--- src/rtl/fetch_pkg.sv ---
// Shared definitions for the instruction fetch stage: FSM encoding and
// architectural constants.
package fetch_pkg;

    typedef enum logic [1:0] {
        ST_IDLE  = 2'd0,
        ST_ISSUE = 2'd1,
        ST_WAIT  = 2'd2,
        ST_FULL  = 2'd3
    } fetch_state_t;

    // addi x0, x0, 0: the canonical RISC-V NOP shown in the IR after reset.
    localparam logic [31:0] NOP_INSTR = 32'h0000_0013;

    localparam int unsigned PC_STEP = 4;

    localparam logic [31:0] RESET_PC_DEFAULT = 32'h0000_0000;

endpackage

--- src/rtl/fetch_hold_buf.sv ---
// One-entry holding register that parks a returned instruction word and its
// PC while decode is back-pressuring the instruction register.
module fetch_hold_buf #(
    parameter int DATA_WIDTH = 32,
    parameter int ADDR_WIDTH = 32
) (
    input  logic                  clk,
    input  logic                  reset,
    input  logic                  load,
    input  logic                  unload,
    input  logic [DATA_WIDTH-1:0] load_data,
    input  logic [ADDR_WIDTH-1:0] load_pc,
    output logic [DATA_WIDTH-1:0] data,
    output logic [ADDR_WIDTH-1:0] pc,
    output logic                  full
);

    // NOTE: a single entry is just flops, so data and PC are reset along with
    // the full flag; deeper storage would leave the payload unreset.
    always_ff @(posedge clk) begin
        if (reset) begin
            data <= '0;
            pc   <= '0;
            full <= 1'b0;
        end else if (load) begin
            data <= load_data;
            pc   <= load_pc;
            full <= 1'b1;
        end else if (unload) begin
            full <= 1'b0;
        end
    end

endmodule

--- src/rtl/fetch_unit.sv ---
// Instruction fetch stage: owns the PC, issues single-outstanding reads to
// instruction memory and hands returned words to decode through the IR.
module fetch_unit
    import fetch_pkg::*;
#(
    parameter int                    ADDR_WIDTH  = 32,
    parameter int                    INSTR_WIDTH = 32,
    parameter logic [ADDR_WIDTH-1:0] RESET_PC    = ADDR_WIDTH'(RESET_PC_DEFAULT)
) (
    input  logic                   FETCH_Clk,
    input  logic                   FETCH_Reset,
    input  logic                   FETCH_Pc_Reset,
    input  logic                   FETCH_Enpc,
    input  logic                   FETCH_Ir_Enable,
    input  logic                   FETCH_Insmem_Read,
    input  logic                   FETCH_Redirect_Valid,
    input  logic [ADDR_WIDTH-1:0]  FETCH_Redirect_Pc,
    input  logic                   FETCH_Stall,
    output logic                   FETCH_Mem_Req,
    output logic [ADDR_WIDTH-1:0]  FETCH_Mem_Addr,
    input  logic                   FETCH_Mem_Rvalid,
    input  logic [INSTR_WIDTH-1:0] FETCH_Mem_Rdata,
    output logic [INSTR_WIDTH-1:0] FETCH_Ir,
    output logic [ADDR_WIDTH-1:0]  FETCH_Ir_Pc,
    output logic                   FETCH_Ir_Valid
);

    fetch_state_t            state;
    fetch_state_t            resume_state;
    logic [ADDR_WIDTH-1:0]   pc;
    logic [ADDR_WIDTH-1:0]   pc_inc;
    logic [ADDR_WIDTH-1:0]   kill_pc;
    logic                    flush;

    logic                    go;
    logic                    consume;
    logic                    slot_free;
    logic                    load_ok;
    logic                    kill;

    logic                    hold_load;
    logic                    hold_unload;
    logic                    hold_release;
    logic                    hold_full;
    logic [INSTR_WIDTH-1:0]  hold_data;
    logic [ADDR_WIDTH-1:0]   hold_pc;

    assign go        = !FETCH_Pc_Reset && FETCH_Enpc && FETCH_Insmem_Read;
    assign consume   = FETCH_Ir_Valid && !FETCH_Stall;
    assign slot_free = !FETCH_Ir_Valid || consume;
    assign load_ok   = slot_free && FETCH_Ir_Enable;

    // Redirect and PC-reset share one kill path; redirect wins the target.
    assign kill    = FETCH_Redirect_Valid || FETCH_Pc_Reset;
    assign kill_pc = FETCH_Redirect_Valid ? (FETCH_Redirect_Pc & ~ADDR_WIDTH'(3)) : RESET_PC;

    assign pc_inc       = pc + ADDR_WIDTH'(PC_STEP);
    assign resume_state = go ? ST_ISSUE : ST_IDLE;

    assign hold_load    = (state == ST_WAIT) && FETCH_Mem_Rvalid && !flush && !kill && !load_ok;
    assign hold_release = (state == ST_FULL) && hold_full && load_ok;
    assign hold_unload  = kill || hold_release;

    assign FETCH_Mem_Addr = pc;

    fetch_hold_buf #(
        .DATA_WIDTH (INSTR_WIDTH),
        .ADDR_WIDTH (ADDR_WIDTH)
    ) u_hold_buf (
        .clk       (FETCH_Clk),
        .reset     (FETCH_Reset),
        .load      (hold_load),
        .unload    (hold_unload),
        .load_data (FETCH_Mem_Rdata),
        .load_pc   (pc),
        .data      (hold_data),
        .pc        (hold_pc),
        .full      (hold_full)
    );

    // NOTE: every state flop is written with <= so all branches see the
    // pre-edge values; later assignments in the block override the defaults.
    always_ff @(posedge FETCH_Clk) begin
        if (FETCH_Reset) begin
            state          <= ST_IDLE;
            pc             <= RESET_PC;
            flush          <= 1'b0;
            FETCH_Mem_Req  <= 1'b0;
            FETCH_Ir       <= INSTR_WIDTH'(NOP_INSTR);
            FETCH_Ir_Pc    <= RESET_PC;
            FETCH_Ir_Valid <= 1'b0;
        end else begin
            FETCH_Mem_Req <= 1'b0;
            if (consume) begin
                FETCH_Ir_Valid <= 1'b0;
            end

            if (kill) begin
                pc             <= kill_pc;
                FETCH_Ir_Valid <= 1'b0;
                case (state)
                    ST_ISSUE: begin
                        flush <= 1'b1;
                        state <= ST_WAIT;
                    end
                    ST_WAIT: begin
                        if (FETCH_Mem_Rvalid) begin
                            flush         <= 1'b0;
                            state         <= resume_state;
                            FETCH_Mem_Req <= go;
                        end else begin
                            flush <= 1'b1;
                        end
                    end
                    ST_FULL: begin
                        state         <= resume_state;
                        FETCH_Mem_Req <= go;
                    end
                    default: state <= ST_IDLE;
                endcase
            end else begin
                case (state)
                    ST_IDLE: begin
                        if (go && !flush) begin
                            state         <= ST_ISSUE;
                            FETCH_Mem_Req <= 1'b1;
                        end
                    end
                    ST_ISSUE: state <= ST_WAIT;
                    ST_WAIT: begin
                        if (FETCH_Mem_Rvalid) begin
                            if (flush) begin
                                flush         <= 1'b0;
                                state         <= resume_state;
                                FETCH_Mem_Req <= go;
                            end else if (load_ok) begin
                                FETCH_Ir       <= FETCH_Mem_Rdata;
                                FETCH_Ir_Pc    <= pc;
                                FETCH_Ir_Valid <= 1'b1;
                                pc             <= pc_inc;
                                state          <= resume_state;
                                FETCH_Mem_Req  <= go;
                            end else begin
                                state <= ST_FULL;
                            end
                        end
                    end
                    ST_FULL: begin
                        if (hold_release) begin
                            FETCH_Ir       <= hold_data;
                            FETCH_Ir_Pc    <= hold_pc;
                            FETCH_Ir_Valid <= 1'b1;
                            pc             <= pc_inc;
                            state          <= resume_state;
                            FETCH_Mem_Req  <= go;
                        end
                    end
                    default: state <= ST_IDLE;
                endcase
            end
        end
    end

endmodule

--- config.mk ---
export PLATFORM = sky130hd
export DESIGN_NAME = fetch_unit
export DESIGN_NICKNAME = d
export VERILOG_FILES = /design/src/rtl/fetch_pkg.sv /design/src/rtl/fetch_hold_buf.sv /design/src/rtl/fetch_unit.sv
export SDC_FILE = /design/constraint.sdc
export NUM_CORES = 1
export LEC_CHECK = 0
export BUFFER_PORTS_ARGS = -buffer_cell sky130_fd_sc_hd__buf_2
export CORE_MARGIN = 10
export CORE_UTILIZATION = 50
export CTS_CLUSTER_SIZE = 25
export DETAILED_ROUTE_END_ITERATION = 10
export HOLD_SLACK_MARGIN = 0.05
export PLACE_DENSITY = 0.82
export SKIP_LAST_GASP = 1
export SLEW_MARGIN = 20
export SYNTH_ARGS = -nofsm -noshare
export SYNTH_HDL_FRONTEND = slang
export SYNTH_SLANG_ARGS = --single-unit
--- constraint.sdc ---
create_clock -name FETCH_Clk -period 2.1 [get_ports FETCH_Clk]
set_input_delay 0.105 -clock FETCH_Clk [delete_from_list [all_inputs] [get_ports FETCH_Clk]]
set_output_delay 0.105 -clock FETCH_Clk [all_outputs]
set_load 0.005 [all_outputs]
==> results of run 1 <==
## repair_timing
| action | in CTS | in global routing |
|---|---|---|
| setup buffers | 0 | 1 |
| resized for setup | 0 | 5 |
| hold buffers | 63 | 0 |
| endpoints found under the hold margin | 90 | 0 |
| endpoints found under the setup margin | 0 | 61 |
## Yosys cell counts, types with 7 or more instances
master    number
nand3_1       13
a211oi_1      65
nor2_1        78
inv_1          7
nand2_1      177
a21oi_1       96
dfxtp_1      160
buf_2         25
clkbuf_1      42
a31oi_1        7
o211ai_1       7
o21ai_0       12
nand4_1       11
mux2i_1       68
nor3_1         7
## critical path, stage by stage (launching register included)
cell and delay [ns]:
dfxtp_2 0.38, inv_1 0.07, ha_1 0.21, mux2_2 0.30, o211ai_4 0.17, nor2_4 0.13
buf_4 0.17, clkbuf_16 0.19, a211oi_1 0.28
## placed cells by master, fill, tap and decap left out, types with 5 or more instances in the layout
master           n
mux2i_1         68
clkbuf_16       19
nor2_1          77
a31oi_1          7
buf_4           49
and3_1           6
nand4_1         11
nor3_1           7
inv_1            7
ha_1             5
dlygate4sd3_1   63
nand3_1         13
buf_2          163
nand2_1        177
buf_12           6
o21ai_0         12
dfxtp_1        159
a211oi_1        63
a21oi_1         96
o211ai_1         7
## worst max path at each step
stage / depth (start not counted) / to / slack, ns
3_5_place_dp: 8 / FETCH_Ir_Pc[6] / 0.04
6_report: 8 / FETCH_Ir[10] / 0.08
3_3_place_gp: 7 / FETCH_Mem_Addr[29] / 0.1
2_1_floorplan: 8 / FETCH_Ir[10] / 0.24
4_1_cts: 8 / FETCH_Ir_Pc[6] / 0.01
5_1_grt: 8 / FETCH_Ir[10] / -0.01
## logic make-up after synthesis
logic type      synth area share
flops                      0.436
fa+ha+maj                 0.0102
other cells             0.000511
xor+xnor                 0.00239
mux                       0.0942
simple gates               0.200
buf+inv                   0.0503
compound gates             0.206
## state kept, by name, summed over array words and instances, names as in the netlist
| name | cells |
|---|---|
| FETCH_Ir | 32 |
| FETCH_Ir_Pc | 30 |
| FETCH_Ir_Valid | 1 |
| FETCH_Mem_Addr | 30 |
| FETCH_Mem_Req | 1 |
| flush | 1 |
| state | 2 |
| u_hold_buf.data | 32 |
| u_hold_buf.full | 1 |
| u_hold_buf.pc | 30 |
## metrics by stage
| stage | utilization | setup TNS (ns) | hold WS [ns] | setup WS (ns) | instance area [sq um] |
|---|---|---|---|---|---|
| after floorplan | - | 0 | 0.182 | 0.240 | 7350 |
| after global placement | 0.591 | 0 | 0.339 | 0.0978 | 8560 |
| after detailed placement | 0.591 | 0 | 0.348 | 0.0383 | 8560 |
| after CTS | 0.677 | 0 | 0.0561 | 0.0115 | 9800 |
| after global routing | 0.682 | -0.0141 | 0.0591 | -0.0141 | 9880 |
| final | 0.682 | 0 | 0.0562 | 0.0832 | 9880 |
## power by group
group | leakage (nW) | switching (W) | internal, W
clock | 0.296 | 0.00124 | 0.00201
combinational | 2.19 | 0.000396 | 0.000346
sequential | 1.29 | 0.0000516 | 0.00309
## cell type report
cell class              instances  share of cell area
flip-flops and latches        160               0.324
clock inverters                11              0.0166
clock buffers                  20              0.0452
repair buffers                283               0.201
well taps                     184              0.0233
diodes                          1            0.000253
multi-input cells             638               0.387
inverters                       7             0.00266
## per-layer routing
layer | global-route usage | vias up | wire (um)
li1 | - | 3582 | -
met1 | 0.250 | 3511 | 9500
met2 | 0.375 | 316 | 11500
met3 | 0.0591 | 80 | 1670
met4 | 0.118 | 0 | 1010
met5 | 0 | - | 0
==> flow_summary.json, run 1 <==
{
  "synth_cell_types": 63,
  "die_height_um": 141,
  "holdPathEnd": "FETCH_Mem_Addr[19]",
  "yosys_register_bits": 160,
  "fp-row-count": 44,
  "io_buffer_count": 164,
  "synth_cells": 879,
  "setup.worst_path.start": "state[0]",
  "grt_start_max_net_pins": 75,
  "coreArea_sq_mm": 0.0145,
  "yosys_warnings": 0,
  "drt_iter0_markers": 731,
  "cts_root_buf": "clkbuf_16",
  "critPathKind": "register to register",
  "ant_nets": 0,
  "tightest_slew_ns": 0.539,
  "regToRegSetupSlack_ns": 0.08,
  "setup_viol": 0,
  "synth_area_sq_mm": 0.00734,
  "io_pins": 171,
  "wl_per_cell_um": 18.2,
  "min_from": "FETCH_Redirect_Pc[19]",
  "routed_wl_um": 23700,
  "p_leak_nw": 3.78,
  "drc": 0,
  "grt_pass1_wl_um": 36500,
  "yosys-top-cells-area": "dfxtp_1 44%, mux2i_1 9.3%, nand2_1 9.0%, a211oi_1 6.6%, a21oi_1 6.5%",
  "num-fill-cells": 1104,
  "maxCapViolations": 0,
  "fmax_mhz": 496,
  "grt_antenna_before_repair": 0,
  "htreeDepth": 4,
  "post-route-period-util": 0.960,
  "cts_tree": "done",
  "grt_pass1_vias": 7302,
  "cp_data_required_time_ns": 2.43,
  "drv_slew": 0,
  "ys_seq_area_frac": 0.436,
  "status": "finished clean",
  "path_max_fanout": 22,
  "cts_inserted_buffers": 17,
  "clk_pin_slew_worst_paths_ns": 0.06,
  "synth_edf_count": 0,
  "whs_path_depth": 4,
  "gp_congestion": 0.964,
  "initial_core_util": 0.507,
  "drive_gt1_frac": 0.247,
  "area_growth_pct": 34.6,
  "skew_ns": 0.0109,
  "synth.avg_cell_area_sq_um": 8.35,
  "reg2reg_from": "state[0]",
  "die_w_um": 141,
  "grt_overflow": 0,
  "ys_async_sr_fraction": 0,
  "worstPathArrival_ns": 2.34,
  "endpoint_kind": "register",
  "vias_per_cell": 5.74,
  "hold_class": "primary input to register",
  "reg2regPathDepth": 8,
  "dr.pass1.iters": 5,
  "grt_use_total": 0.222,
  "dp.cells": 1206,
  "period_minus_slack_ns": 2.02,
  "max_slew_margin": 0.641,
  "final_nets": 1186,
  "ir_worst_vdd_uv": 579,
  "clockBufferDepth": 2,
  "ys.flop_type": "dfxtp_1",
  "hold_viol": 0,
  "clk_latency_ns": 0.44,
  "dp_hpwl_um": 14500,
  "power_density_mw_per_mm2": 722,
  "reg2reg_to": "FETCH_Ir[10]",
  "cts.sinks": 160,
  "final-instance-count-excl-fill": 1304,
  "critPathLaunchType": "register",
  "multi_input_area_sq_mm": 0.00382,
  "finalPower_w": 0.00713,
  "yosysTopAreaCell": "dfxtp_1",
  "vias": 7489,
  "die_area_sq_mm": 0.0199,
  "synth_top_area_share": 0.436,
  "regArea_sq_mm": 0.00320
}
(Power assumes the default switching activity.)
==> run 2, diff against run 1 <==
CELL_PAD_IN_SITES_DETAIL_PLACEMENT = 0   (was unset)
CELL_PAD_IN_SITES_GLOBAL_PLACEMENT = 1   (was unset)
CORE_UTILIZATION = 40   (was 50)
PLACE_DENSITY = 0.87   (was 0.82)
==> flow_summary.json, run 2 (synthesized netlist as in run 1, its figures left out) <==
{
  "io_buffer_count": 164,
  "die_w_um": 155,
  "grt_antenna_before_repair": 2,
  "cp_data_required_time_ns": 2.42,
  "num-fill-cells": 1678,
  "place_ws_ns": 0.00655,
  "fp-row-count": 49,
  "tns_ns": 0,
  "dr.pass1.iters": 5,
  "crit_family": "compound AO/OA/AOI/OAI gates",
  "multi_input_area_sq_mm": 0.00381,
  "clkPwrFrac": 0.459,
  "crit_top_cell": "nor2_1",
  "coreArea_sq_mm": 0.0180,
  "cts_inserted_buffers": 17,
  "area_growth_pct": 35.7,
  "grt_pass1_wl_um": 36800,
  "gp_congestion": 0.886,
  "worstPathArrival_ns": 2.23,
  "status": "finished clean",
  "cts.sinks": 160,
  "cts_root_buf": "clkbuf_16",
  "drc": 0,
  "die_height_um": 155,
  "final_common_cell": "nand2_1",
  "p_leak_nw": 3.79,
  "largest_registers": "FETCH_Ir x32, u_hold_buf.data x32",
  "grt_setup_unrepaired": "no",
  "path_max_fanout": 11,
  "ant_nets": 0,
  "final_util": 0.553,
  "routed_wl_um": 22800,
  "critPathKind": "register to register",
  "p_comb_frac": 0.103,
  "wl_per_cell_um": 16.9,
  "hold_viol": 0,
  "io_pins": 171,
  "path_buf_inv": 1,
  "htreeDepth": 4,
  "critPathLaunchType": "register",
  "drt_iter0_markers": 389,
  "fmax_mhz": 525,
  "maxCapViolations": 0,
  "drv_slew": 0,
  "clk_pin_slew_worst_paths_ns": 0.06,
  "cts_tree": "done",
  "layout_common_cells": "177 x nand2_1, 163 x buf_2, 158 x dfxtp_1, 96 x a21oi_1, 77 x nor2_1",
  "seqPwrFrac": 0.439,
  "grt_pass1_vias": 6993,
  "grt_start_max_net_pins": 68,
  "cpMaxStageDelayCell": "dfxtp_2",
  "p_int_w": 0.00541,
  "power_density_mw_per_mm2": 718,
  "clk_latency_ns": 0.43,
  "critical_path.max_stage_delay_ns": 0.38,
  "post-route-period-util": 0.908,
  "endpoint_kind": "register",
  "clockBufferDepth": 2,
  "whs_ns": 0.0654,
  "setup_slack_ns": 0.194,
  "skew_ns": 0.0121,
  "period_minus_slack_ns": 1.91,
  "regArea_sq_mm": 0.00321,
  "dp_hpwl_um": 15200,
  "power.net_switching_w": 0.00175,
  "setup_viol": 0,
  "vias": 7147,
  "die_area_sq_mm": 0.0242,
  "swShare": 0.244,
  "grt_overflow": 0,
  "ir_worst_vdd_uv": 576,
  "final_nets": 1190,
  "hold_class": "primary input to register",
  "grt_use_total": 0.184,
  "path_cells": "inv_1, ha_1, mux2_2, o211a_2, nor2_1, nor2_1, a32o_1",
  "initial_core_util": 0.407,
  "vias_per_cell": 5.27,
  "drive_gt1_frac": 0.250
}
## run 2: cell type report
class	instances	area share
multi-input combinational	638	0.383
sequential	160	0.322
timing repair buffer	287	0.201
clock buffer	20	0.0469
tap	229	0.0288
clock inverter	12	0.0158
inverter	7	0.00264
antenna	2	0.000502
## run 2: power by group through the flow
stage                     clock (W)  combinational [W]  sequential (W)
after global routing        0.00346           0.000809         0.00315
after detailed placement          0           0.000629         0.00321
final                       0.00328           0.000734         0.00314
after CTS                   0.00335           0.000729         0.00314
after global placement            0           0.000623         0.00320
after floorplan                   0           0.000347         0.00321
## run 2: worst paths after layout
kind                   endpoint                   from  cells after the start  slack (ns)
max reg2reg  FETCH_Mem_Addr[18]               state[0]                      7        0.19
min          FETCH_Mem_Addr[10]  FETCH_Redirect_Pc[10]                      5        0.07
max          FETCH_Mem_Addr[18]               state[0]                      7        0.19
min reg2reg   u_hold_buf.pc[19]      u_hold_buf.pc[19]                      2        0.45
## run 2: what timing repair did
item	CTS	global route
pin swaps	0	0
hold buffers	65	0
buffers inserted	0	0
hold endpoints to repair	93	0
cloned	0	1
gates resized for setup	1	5
setup endpoints to repair	2	78
## run 2: stage by stage
step	area (sq um)	power (W)	cells
2_1_floorplan	7350	0.00355	882
5_1_grt	9960	0.00741	1355
3_5_place_dp	8640	0.00384	1255
6_report	9960	0.00716	1355
3_3_place_gp	8640	0.00383	1255
4_1_cts	9920	0.00722	1352
## run 2: routing by layer
layer  track usage  part of all wire
met1         0.226              0.45
met2         0.310              0.49
met3        0.0361             0.040
met4        0.0691             0.020
met5             0                 0
## run 2: worst min-delay path, cell delays in order
cell and delay [ns]:
buf_2 0.08, nand2_1 0.06, o31ai_1 0.06, a22oi_1 0.08
nor2_1 0.08
==> run 3, diff against run 2 <==
RECOVER_POWER = 25   (was unset)
==> flow_summary.json, run 3 (synthesized netlist as in run 1, its figures left out) <==
{
  "routed_wl_um": 22800,
  "final_common_cell": "nand2_1",
  "path_max_fanout": 7,
  "grt_use_total": 0.184,
  "dp.cells": 1255,
  "die_height_um": 155,
  "endpoint_kind": "register",
  "critPathKind": "register to register",
  "post-route-period-util": 0.903,
  "drt_iter0_markers": 463,
  "grt_overflow": 0,
  "layout_common_cells": "177 x nand2_1, 158 x dfxtp_1, 104 x buf_2, 96 x a21oi_1, 77 x nor2_1",
  "initial_core_util": 0.407,
  "grt_setup_unrepaired": "no",
  "die_w_um": 155,
  "grt_start_max_net_pins": 68,
  "ant_nets": 0,
  "setup.worst_path.start": "FETCH_Mem_Addr[18]",
  "clk_latency_ns": 0.43,
  "clk_pin_slew_worst_paths_ns": 0.06,
  "hold_viol": 0,
  "wl_per_cell_um": 16.9,
  "p_leak_nw": 3.55,
  "status": "finished clean",
  "cts.sinks": 160,
  "fp-row-count": 49,
  "final_nets": 1190,
  "dp_hpwl_um": 15200,
  "worstPathArrival_ns": 2.20,
  "fin_area_sq_mm": 0.00989,
  "drive_gt1_frac": 0.198,
  "die_area_sq_mm": 0.0242,
  "grt_pass1_wl_um": 36800,
  "hold_class": "primary input to register",
  "tns_ns": 0,
  "vias": 7168,
  "grt_antenna_before_repair": 2,
  "grt_pass1_vias": 6993,
  "htreeDepth": 4,
  "drc": 0,
  "fmax_mhz": 527,
  "cts_inserted_buffers": 17,
  "io_pins": 171,
  "ir_worst_vdd_uv": 580,
  "setup_viol": 0,
  "dr.pass1.iters": 5,
  "area_growth_pct": 34.7,
  "skew_ns": 0.0114,
  "critPathLaunchType": "register",
  "vias_per_cell": 5.29,
  "placed_area_sq_mm": 0.00864,
  "period_minus_slack_ns": 1.90,
  "min_from": "FETCH_Redirect_Pc[10]",
  "maxCapViolations": 0,
  "clockBufferDepth": 2,
  "largest_registers": "FETCH_Ir x32, u_hold_buf.data x32",
  "final-instance-count-excl-fill": 1355,
  "io_buffer_count": 164,
  "drv_slew": 0,
  "cts_root_buf": "clkbuf_16",
  "gp_congestion": 0.886,
  "cts_tree": "done",
  "power_density_mw_per_mm2": 724,
  "cp_data_required_time_ns": 2.41,
  "coreArea_sq_mm": 0.0180,
  "reg2reg_from": "FETCH_Mem_Addr[18]"
}
## run 3: routing by layer
| metal | GRT usage | share of wire | vias to the layer above |
|---|---|---|---|
| met3 | 0.0361 | 0.045 | 29 |
| met1 | 0.226 | 0.45 | 3382 |
| met5 | 0 | 0 | - |
| met4 | 0.0691 | 0.019 | 0 |
| li1 | - | - | 3595 |
| met2 | 0.310 | 0.49 | 162 |
## run 3: path summary, 6_finish.rpt
path	to	slack [ns]	cells past startpoint
max	FETCH_Mem_Addr[29]	0.20	5
min	FETCH_Mem_Addr[10]	0.07	5
max reg2reg	FETCH_Mem_Addr[29]	0.20	5
min reg2reg	u_hold_buf.pc[19]	0.45	2
## run 3: critical path, cell delays in order (launching register included)
cell,delay [ns]
dfxtp_1,0.49
nand2_1,0.17
nor4_4,0.39
nand4_1,0.19
mux2i_1,0.15
a2111oi_0,0.39
## run 3: through the flow
step	setup slack, ns	util	power [W]	hold WS [ns]
3_5_place_dp	0.00655	0.480	0.00384	0.334
4_1_cts	0.0432	0.550	0.00722	0.0563
3_3_place_gp	0.0721	0.480	0.00383	0.330
2_1_floorplan	0.240	-	0.00355	0.182
6_report	0.204	0.549	0.00716	0.0669
5_1_grt	0.00463	0.549	0.00741	0.114
## run 3: power breakdown
part,leakage [nW],switching [W],internal [W]
clock network,0.299,0.00132,0.00197
registers,1.29,0.0000512,0.00309
logic,1.95,0.000384,0.000343
total,3.55,0.00176,0.00540
## run 3: timing repair
item / CTS / global route
resized for setup: 1 / 5
endpoints found under the setup margin: 2 / 78
hold buffers: 65 / 0
setup buffers: 0 / 0
gates cloned: 0 / 1
hold endpoints to repair: 93 / 0
## run 3: cell type report
| type | instances | area, sq um |
|---|---|---|
| fillers | 1719 | 8140 |
| clock inverters | 12 | 158 |
| flip-flops and latches | 160 | 3210 |
| well taps | 229 | 287 |
| multi-input cells | 638 | 3810 |
| inverters | 7 | 26.3 |
| repair buffers | 287 | 1930 |
| diodes | 2 | 5.00 |
| clock buffers | 20 | 467 |
